**src/rtl/mmio_console_pkg.sv**
```systemverilog
// mmio_console shared definitions
// register offsets and bit positions
package mmio_console_pkg;

  localparam logic [1:0] OFF_TXDATA = 2'd0;
  localparam logic [1:0] OFF_STATUS = 2'd1;
  localparam logic [1:0] OFF_CYCLE  = 2'd2;
  localparam logic [1:0] OFF_CTRL   = 2'd3;

  localparam int ST_FULL    = 0;
  localparam int ST_EMPTY   = 1;
  localparam int ST_OVF     = 2;
  localparam int ST_CNT_LSB = 8;
  localparam int ST_CNT_W   = 9;

  localparam int CTRL_IRQ_EN       = 0;
  localparam int CTRL_IRQ_ON_EMPTY = 1;
  localparam int CTRL_W            = 2;

endpackage

```
**src/rtl/mmio_console_fifo.sv**
```systemverilog
// mmio_console byte fifo
// push accepted when full only alongside a pop
module sync_fifo #(
  parameter int WIDTH = 8,
  parameter int DEPTH = 8
) (
  input  logic                     clk,
  input  logic                     reset,
  input  logic                     push,
  input  logic [WIDTH-1:0]         din,
  input  logic                     pop,
  output logic [WIDTH-1:0]         dout,
  output logic                     full,
  output logic                     empty,
  output logic [$clog2(DEPTH):0]   count
);

  localparam int AW = $clog2(DEPTH);

  logic [WIDTH-1:0] mem [DEPTH];
  logic [AW-1:0]    wptr;
  logic [AW-1:0]    rptr;
  logic [AW:0]      cnt;
  logic             do_pop;
  logic             do_push;

  assign empty   = (cnt == '0);
  assign full    = (cnt == (AW+1)'(DEPTH));
  assign count   = cnt;
  assign do_pop  = pop & ~empty;
  assign do_push = push & (~full | do_pop);
  assign dout    = empty ? '0 : mem[rptr];

  // pointers and occupancy
  always_ff @(posedge clk) begin
    if (reset) begin
      wptr <= '0;
      rptr <= '0;
      cnt  <= '0;
    end else begin
      if (do_push) wptr <= wptr + AW'(1);
      if (do_pop)  rptr <= rptr + AW'(1);
      if (do_push & ~do_pop)
        cnt <= cnt + (AW+1)'(1);
      else if (do_pop & ~do_push)
        cnt <= cnt - (AW+1)'(1);
    end
  end

  // storage, no reset needed
  always_ff @(posedge clk) begin
    if (!reset && do_push) mem[wptr] <= din;
  end

endmodule

```
**src/rtl/mmio_console.sv**
```systemverilog
// mmio_console top
// bus decode, status, cycle counter, ctrl, irq
module mmio_console
  import mmio_console_pkg::*;
#(
  parameter logic [31:0] BASE  = 32'hFFFF_0000,
  parameter int          DEPTH = 8
) (
  input  logic        clk,
  input  logic        reset,
  input  logic [31:0] address,
  input  logic [31:0] wd,
  input  logic        MemRead,
  input  logic        MemWrite,
  output logic [31:0] rdata,
  output logic        hit,
  output logic [7:0]  tx_data,
  output logic        tx_valid,
  input  logic        tx_ready,
  output logic        irq
);

  localparam int CW = $clog2(DEPTH) + 1;

  logic [1:0]        sel;
  logic              wr_tx;
  logic              wr_st;
  logic              wr_cy;
  logic              wr_ct;
  logic              full;
  logic              empty;
  logic              pop;
  logic              push_ok;
  logic [CW-1:0]     cnt;
  logic [CW-1:0]     cnt_nx;
  logic              ovf;
  logic [31:0]       cycle;
  logic [CTRL_W-1:0] ctrl;
  logic [31:0]       status;
  logic              unused_addr;

  assign hit   = (address[31:4] == BASE[31:4]);
  assign sel   = address[3:2];
  assign wr_tx = hit & MemWrite & (sel == OFF_TXDATA);
  assign wr_st = hit & MemWrite & (sel == OFF_STATUS);
  assign wr_cy = hit & MemWrite & (sel == OFF_CYCLE);
  assign wr_ct = hit & MemWrite & (sel == OFF_CTRL);
  assign unused_addr = ^address[1:0];

  assign tx_valid = ~empty;
  assign pop      = tx_valid & tx_ready;
  assign push_ok  = wr_tx & (~full | pop);

  sync_fifo #(
    .WIDTH(8),
    .DEPTH(DEPTH)
  ) u_fifo (
    .clk   (clk),
    .reset (reset),
    .push  (wr_tx),
    .din   (wd[7:0]),
    .pop   (pop),
    .dout  (tx_data),
    .full  (full),
    .empty (empty),
    .count (cnt)
  );

  // occupancy after this edge, for irq
  always_comb begin
    cnt_nx = cnt;
    if (push_ok & ~pop)
      cnt_nx = cnt + CW'(1);
    else if (pop & ~push_ok)
      cnt_nx = cnt - CW'(1);
  end

  // status word assembly
  always_comb begin
    status = '0;
    status[ST_FULL]  = full;
    status[ST_EMPTY] = empty;
    status[ST_OVF]   = ovf;
    status[ST_CNT_LSB +: ST_CNT_W] = ST_CNT_W'(cnt);
  end

  // load data, side-effect free
  always_comb begin
    rdata = '0;
    if (hit & MemRead) begin
      unique case (sel)
        OFF_TXDATA: rdata = '0;
        OFF_STATUS: rdata = status;
        OFF_CYCLE:  rdata = cycle;
        OFF_CTRL:   rdata = {{(32-CTRL_W){1'b0}}, ctrl};
        default:    rdata = '0;
      endcase
    end
  end

  // overflow, cycle counter, ctrl, irq
  always_ff @(posedge clk) begin
    if (reset) begin
      ovf   <= 1'b0;
      cycle <= '0;
      ctrl  <= '0;
      irq   <= 1'b0;
    end else begin
      if (wr_tx & ~push_ok)
        ovf <= 1'b1;
      else if (wr_st & wd[ST_OVF])
        ovf <= 1'b0;
      cycle <= wr_cy ? wd : cycle + 32'd1;
      if (wr_ct) ctrl <= wd[CTRL_W-1:0];
      irq <= ctrl[CTRL_IRQ_EN] &
             (ctrl[CTRL_IRQ_ON_EMPTY] ?
              (cnt_nx == '0) :
              (cnt_nx != CW'(DEPTH)));
    end
  end

endmodule

```
**config.mk**
```make
export PLATFORM = sky130hd
export DESIGN_NAME = mmio_console
export DESIGN_NICKNAME = d
export VERILOG_FILES = /design/src/rtl/mmio_console_pkg.sv /design/src/rtl/mmio_console_fifo.sv /design/src/rtl/mmio_console.sv
export SDC_FILE = /design/constraint.sdc
export NUM_CORES = 1
export LEC_CHECK = 0
export ABC_AREA = 1
export BUFFER_PORTS_ARGS = -buffer_cell sky130_fd_sc_hd__clkbuf_2
export CAP_MARGIN = 20
export CORE_MARGIN = 3
export CORE_UTILIZATION = 45
export CTS_CLUSTER_SIZE = 24
export DETAILED_ROUTE_END_ITERATION = 8
export GPL_TIMING_DRIVEN = 0
export HOLD_SLACK_MARGIN = 0.12
export PLACE_DENSITY = 0.77
export SLEW_MARGIN = 20
export SYNTH_ARGS = -nofsm -noshare
export SYNTH_HDL_FRONTEND = slang
export SYNTH_SLANG_ARGS = --single-unit
```
**constraint.sdc**
```tcl
create_clock -name clk -period 2.8 [get_ports clk]
set_clock_uncertainty 0.05 [all_clocks]
set_input_delay 0.28 -clock clk [delete_from_list [all_inputs] [get_ports clk]]
set_output_delay 0.28 -clock clk [all_outputs]
set_load 0.01 [all_outputs]
```
==> results of run 1 <==
==> cell families after synthesis <==
kind of cell             after synthesis
AO/OA/AOI/OAI                        139
adder cells (fa/ha/maj)                6
buffers and inverters                 81
flip-flops                           113
XOR/XNOR                              33
AND/OR/NAND/NOR                      291
==> cell usage after synthesis (all sizes together) <==
cell type,instances
edfxtp,64
nor2,127
buf,4
nand4,9
o21ai,77
nor4,2
xnor2,6
or2,1
a211oi,4
o211ai,1
nor3,32
a31oi,9
xor2,27
a21oi,38
inv,55
ha,6
o22ai,8
dfxtp,49
nand2,89
a221oi,2
nand3,31
clkbuf,21
clkinv,1
==> routing by layer <==
metal,vias up,GRT usage (%),share of wire (%)
met5,-,0,0
met2,244,38.6,50
met3,22,5.17,7.4
met4,0,7.33,1.8
met1,2422,27.4,41
li1,2538,-,-
==> sequential cells by signal, summed over array words and instances, names as in the netlist, named ones only <==
signal	count
u_fifo.count	4
u_fifo.rptr	3
u_fifo.mem	64
irq	1
ctrl	2
cycle	32
u_fifo.wptr	3
ovf	1
==> worst reg2reg max path, delay by kind of cell, from the launching register on <==
family	cells	cell delay [ns]
simple gates	6	1.31
flops	1	0.40
buf+inv	3	0.27
fa+ha+maj	1	0.24
==> power breakdown <==
part	switching [mW]	total, mW	internal, mW
logic	0.641	0.990	0.349
registers	0.0474	1.84	1.80
clock network	0.769	2.07	1.30
==> per-stage QoR <==
step,util [%],cell area (µm²),instances
floorplan,-,5670,663
global placement,52.9,6430,940
detailed placement,52.9,6430,940
CTS,58.8,7150,986
global route,58.8,7150,986
finish,58.8,7150,986
==> cell usage in the layout, fill, tap and decap left out, types with 3 or more instances in the layout <==
cell	n
a211oi_1	4
a21oi_1	37
a31oi_1	9
clkbuf_1	21
clkbuf_16	17
clkbuf_2	110
clkinv_4	4
clkinvlp_4	3
dfxtp_1	49
dlygate4sd3_1	15
edfxtp_1	64
ha_1	6
inv_1	53
nand2_1	84
nand2_2	4
nand3_1	25
nand3_2	5
nand4_1	9
nor2_1	110
nor2_2	10
nor2_4	7
nor3_1	29
o21ai_0	75
o22ai_1	8
xnor2_1	6
xor2_1	27
==> worst min path at each step <==
stage               slack [ns]                    endpoint                  from  depth (start not counted)
finish                    0.13        cycle[20]$_SDFF_PP0_                wd[20]                          3
global route              0.15        cycle[10]$_SDFF_PP0_                wd[10]                          3
CTS                       0.12        cycle[10]$_SDFF_PP0_                wd[10]                          3
detailed placement        0.40              irq$_SDFF_PP0_  ctrl[0]$_SDFFE_PP0P_                          2
global placement          0.40              irq$_SDFF_PP0_  ctrl[0]$_SDFFE_PP0P_                          2
floorplan                 0.33  u_fifo.mem[0][0]$_DFFE_PP_                 wd[0]                          0
==> repair_timing <==
item | CTS | global route
hold endpoints to repair | 15 | 0
hold buffers | 15 | 0
gates resized for setup | 0 | 2
buffers inserted | 0 | 0
endpoints found under the setup margin | 0 | 16
==> layout make-up <==
class	instances	area, µm²
fillers	1041	5010
repair buffers	124	696
multi-input cells	469	2460
flip-flops and latches	113	2900
inverters	56	210
well taps	168	210
clock buffers	18	429
plain buffers	25	104
clock inverters	13	140
==> run_results.csv, run 1 <==
group,metric,value,unit
run_status,outcome,"complete, no violations",
global_route,antenna_found_initial,0,
critical_path,crit_cells,10,
global_route,track_usage,22.3,%
synthesis,synth_seq_area_share,51.2,%
critical_path,worstReg2RegEnd,"u_fifo.mem[6][0]$_DFFE_PP_",
floorplanning,io-pin-count,112,
synthesis,synth_area_leaders,"edfxtp_1 34%, dfxtp_1 17%, nor2_1 7.4%, o21ai_0 6.6%, nand2_1 5.6%",
synthesis,synthCells,663,
synthesis,synth.area.mux_share,0,%
critical_path,cpMaxStageDelayCell,"nor2_1",
clock_network,cts_made_buffers,17,
sta,timing.final.crit_share,94.6,%
sta,slew-limit-headroom,47.1,%
synthesis,synth_area_leader_cell,"edfxtp_1",
critical_path,critPathLaunch,"u_fifo.count[0]$_SDFFE_PP0P_",
drt,dr.pass1.iters,5,
floorplanning,die_h,118,µm
clock_network,cts.sinks,113,
global_route,grt_pass1_wl,25000,µm
drt,wl_per_cell,15.5,µm
critical_path,worstPathCellList,"inv_1, ha_1, nand2_1, nor2_1, inv_1, nor2_1, nor2_4, inv_2, or2_4, nor2_1",
sta,whs,0.127,ns
synthesis,avgSynthCellArea,8.56,µm²
sta,fmax,378,MHz
drt,wl,15300,µm
pwr,ir_drop,0.000335,V
synthesis,synth-seq-cells,113,
critical_path,rrSetupSlack,0.15,ns
synthesis,yosys_warnings,0,
pwr,power.total,4.91,mW
sta,rsz0062_at_grt,"no",
critical_path,critical_path_class,"register to register",
pwr,pwr_density_cell,686,nW/µm²
floorplanning,die_w,118,µm
sta,hold_viol,0,
place,preCtsSetupSlack,0.141,ns
critical_path,end_kind,"register",
drt,ant_nets,0,
sta,tns,0,ns
critical_path,cp-start-kind,"register",
critical_path,cp_data_required_time,2.78,ns
job,max-cap-violations,0,
critical_path,arrival,2.63,ns
synthesis,synth.net_count,738,
critical_path,r2r-start,"u_fifo.count[0]$_SDFFE_PP0P_",
drt,drc,0,
drt,first_iter_violations,387,
global_route,grt_pass1_vias,5159,
clock_network,clkTransAtPathRegs,0.06,ns
clock_network,tritoncts,"done",
final_layout,fin_nets,881,
clock_network,h-tree-depth,4,
global_route,grt_max_degree,17,
sta,fin_ws,0.152,ns
clock_network,cts_max_path_buffers,2,
sta,period_minus_slack,2.65,ns
floorplanning,initial_core_util,46.7,%
critical_path,r2r_cells,10,
critical_path,critPathMaxFanout,8,
clock_network,cts_root_buf,"clkbuf_16",
clock_network,clk_latency,0.41,ns
final_layout,drive_above_1_share,21.5,%
synthesis,synth_top_family_by_area,"simple AND/OR/NAND/NOR gates",
drt,vias,5226,
floorplanning,die_area,14000,µm²
floorplanning,rows,40,
synthesis,synth.top_cell.area_share,33.9,%
place,globalplace.congestion,0.911,
synthesis,syn_area,5670,µm²
place,port_buffers,109,
synthesis,synth-compound-area-share,13.1,%
final_layout,area_growth,26.1,%
synthesis,yosys.area_share.simple,23.8,%
place,dp_hpwl,10700,µm
pwr,p_leak,2.66,nW
sta,drv_slew,0,
sta,worst_pin_slew,0.791,ns
hold_path,hold_class,"input pin to register",
synthesis,synth_fa_ha_area_share,1.32,%
critical_path,critical-path-top-delay-family,"simple AND/OR/NAND/NOR gates",
global_route,overflow,0,
drt,detail_route.vias_per_cell,5.30,
floorplanning,coreArea,12200,µm²
critical_path,slowest_delay,0.60,ns
sta,setup_viol,0,
final_layout,n_antenna_cell,0,
synthesis,synth.distinct_cells,37,
critical_path,crit_top_cell,"nor2_1",
synthesis,synth_xor_area_share,5.09,%
critical_path,crit_buf_inv,3,
critical_path,crit_path_end,"u_fifo.mem[6][0]$_DFFE_PP_",
Note: power is estimated with default switching activity, not from simulation.
==> run 2, diff against run 1 <==
==> constraint.sdc (replaced) <==
create_clock -name clk -period 2.5 [get_ports clk]
set_clock_uncertainty 0.05 [all_clocks]
set_input_delay 0.25 -clock clk [delete_from_list [all_inputs] [get_ports clk]]
set_output_delay 0.25 -clock clk [all_outputs]
set_load 0.01 [all_outputs]
==> run 2 against run 1 <==
  * The flow now finishes with violations (negative setup slack)
  * Sequential power up 12%
  * Non-clock buffer count is 7 higher
  * Worst hold slack gained 0.023 ns
  * Flip-flop and latch count unchanged
  * Wire length grew 1.7%
  * Total power rose by 12%
  * Final area rose by 1.5%
  * Global-route usage up 0.32 points
  * Core utilization up 0.86 points
==> run_results.csv, run 2 (same netlist as run 1, synthesis figures left out) <==
group,metric,value,unit
clock_network,h-tree-depth,4,
final_layout,final_cell_mix,"112 x clkbuf_2, 107 x nor2_1, 84 x nand2_1",
floorplanning,initial_core_util,46.7,%
place,port_buffers,109,
final_layout,fin_nets,888,
clock_network,cts.sinks,113,
critical_path,cp_data_required_time,2.20,ns
global_route,track_usage,22.6,%
clock_network,cts_made_buffers,17,
clock_network,cts_root_buf,"clkbuf_16",
drt,ant_nets,0,
critical_path,critPathMaxFanout,9,
drt,detail_route.vias_per_cell,5.31,
hold_path,hold_class,"input pin to register",
sta,whs,0.150,ns
drt,wl,15600,µm
sta,rsz0062_at_grt,"yes",
final_layout,n_antenna_cell,0,
sta,drv_slew,0,
final_layout,nFillCells,1025,
run_status,violations,"negative setup slack",
sta,timing.final.crit_share,102,%
pwr,pwr_density_cell,759,nW/µm²
job,max-cap-violations,0,
run_status,outcome,"complete, but fails checks",
pwr,power.total,5.51,mW
final_layout,multi_input_area,2490,µm²
critical_path,end_kind,"output port",
sta,worst_pin_slew,0.772,ns
drt,dr.pass1.iters,5,
clock_network,clkTransAtPathRegs,0.06,ns
sta,hold_viol,0,
sta,slew-limit-headroom,48.3,%
sta,period_minus_slack,2.55,ns
sta,setup_viol,2,
clock_network,cts_max_path_buffers,2,
final_layout,regMostFlops,"u_fifo.mem",
global_route,grt_pass1_wl,25400,µm
critical_path,critical_path_class,"register to output port",
drt,first_iter_violations,428,
sta,fmax,393,MHz
floorplanning,die_h,118,µm
critical_path,r2r_cells,9,
floorplanning,rows,40,
final_layout,drive_above_1_share,21.9,%
clock_network,clk_latency,0.40,ns
hold_path,holdPathStages,3,
place,placed_cell_area,6430,µm²
final_layout,final_common_cell,"clkbuf_2",
global_route,grt_max_degree,17,
floorplanning,io-pin-count,112,
critical_path,cp-start-kind,"register",
global_route,grt_pass1_vias,5250,
floorplanning,coreArea,12200,µm²
final_layout,finalInstanceArea,7260,µm²
clock_network,tritoncts,"done",
place,globalplace.congestion,0.911,
pwr,ir_drop,0.000374,V
floorplanning,die_area,14000,µm²
final_layout,regArea,2900,µm²
drt,wl_per_cell,15.7,µm
pwr,p_leak,2.69,nW
sta,fin_ws,-0.0458,ns
drt,vias,5268,
floorplanning,die_w,118,µm
global_route,antenna_found_initial,0,
global_route,overflow,0,
place,dp_hpwl,10700,µm
critical_path,arrival,2.25,ns
drt,drc,0,
final_layout,area_growth,27.9,%
final_layout,largest_reg_flops,64,
-- run 2: cell types whose count changed in the layout (fill, tap and decap cells not counted) --
cell / change
nor2_1: -3
nor2_2: -2
clkbuf_2: +2
nor2_4: +5
dlygate4sd3_1: +7
clkbuf_1: -2
-- run 2: layout make-up --
type                            count  share of cell area, %
Inverter                           56                   2.90
Clock inverter                     13                   1.93
Tap cell                          168                   2.90
Multi-Input combinational cell    469                   34.4
Buffer                             25                   1.47
Sequential cell                   113                   40.0
Timing Repair Buffer              131                   10.5
Clock buffer                       18                   5.91
-- run 2: final timing paths --
| kind | start | endpoint | slack, ns |
|---|---|---|---|
| worst max-delay path | u_fifo.count[0]$_SDFFE_PP0P_ | tx_data[6] | -0.05 |
| worst max register to register | u_fifo.count[0]$_SDFFE_PP0P_ | u_fifo.mem[1][7]$_DFFE_PP_ | 0.01 |
| worst min register to register | ctrl[0]$_SDFFE_PP0P_ | irq$_SDFF_PP0_ | 0.40 |
| worst min-delay path | wd[15] | cycle[15]$_SDFF_PP0_ | 0.15 |
-- run 2: report_power, final --
group | total (mW) | internal, mW | switching, mW
clock network | 2.32 | 1.46 | 0.858
registers | 2.06 | 2.01 | 0.0533
logic | 1.13 | 0.402 | 0.728
-- run 2: metal layers --
metal | wire [µm] | GRT usage, % | share of wire (%) | vias up
met5 | 0 | 0 | 0 | -
met4 | 330 | 7.55 | 2.1 | 0
met3 | 1070 | 5.22 | 6.8 | 38
met2 | 7810 | 39.5 | 50 | 238
met1 | 6360 | 27.5 | 41 | 2436
li1 | - | - | - | 2556
-- run 2: per-stage QoR --
| step | TNS (ns) | cells | utilization [%] | setup slack [ns] |
|---|---|---|---|---|
| after detailed placement | -3.47 | 940 | 52.9 | -0.129 |
| after global placement | -2.64 | 940 | 52.9 | -0.111 |
| after global routing | -5.23 | 993 | 59.7 | -0.193 |
| final | -0.0634 | 993 | 59.7 | -0.0458 |
| after floorplan | 0 | 663 | - | 0.324 |
| after CTS | 0 | 992 | 59.4 | 0.0158 |
-- run 2: timing repair --
item | 4_1_cts | 5_1_grt
setup endpoints to repair | 41 | 66
gates resized for setup | 6 | 7
hold endpoints to repair | 21 | 3
hold buffers | 21 | 1
setup buffers | 0 | 0
-- run 2: critical path, cell delays in order (launching register included) --
cell      delay, ns
dfxtp_1        0.35
inv_1          0.14
ha_1           0.20
nand2_1        0.08
nor2_1         0.35
inv_1          0.25
o21ai_0        0.18
a31oi_1        0.11
clkbuf_2       0.17
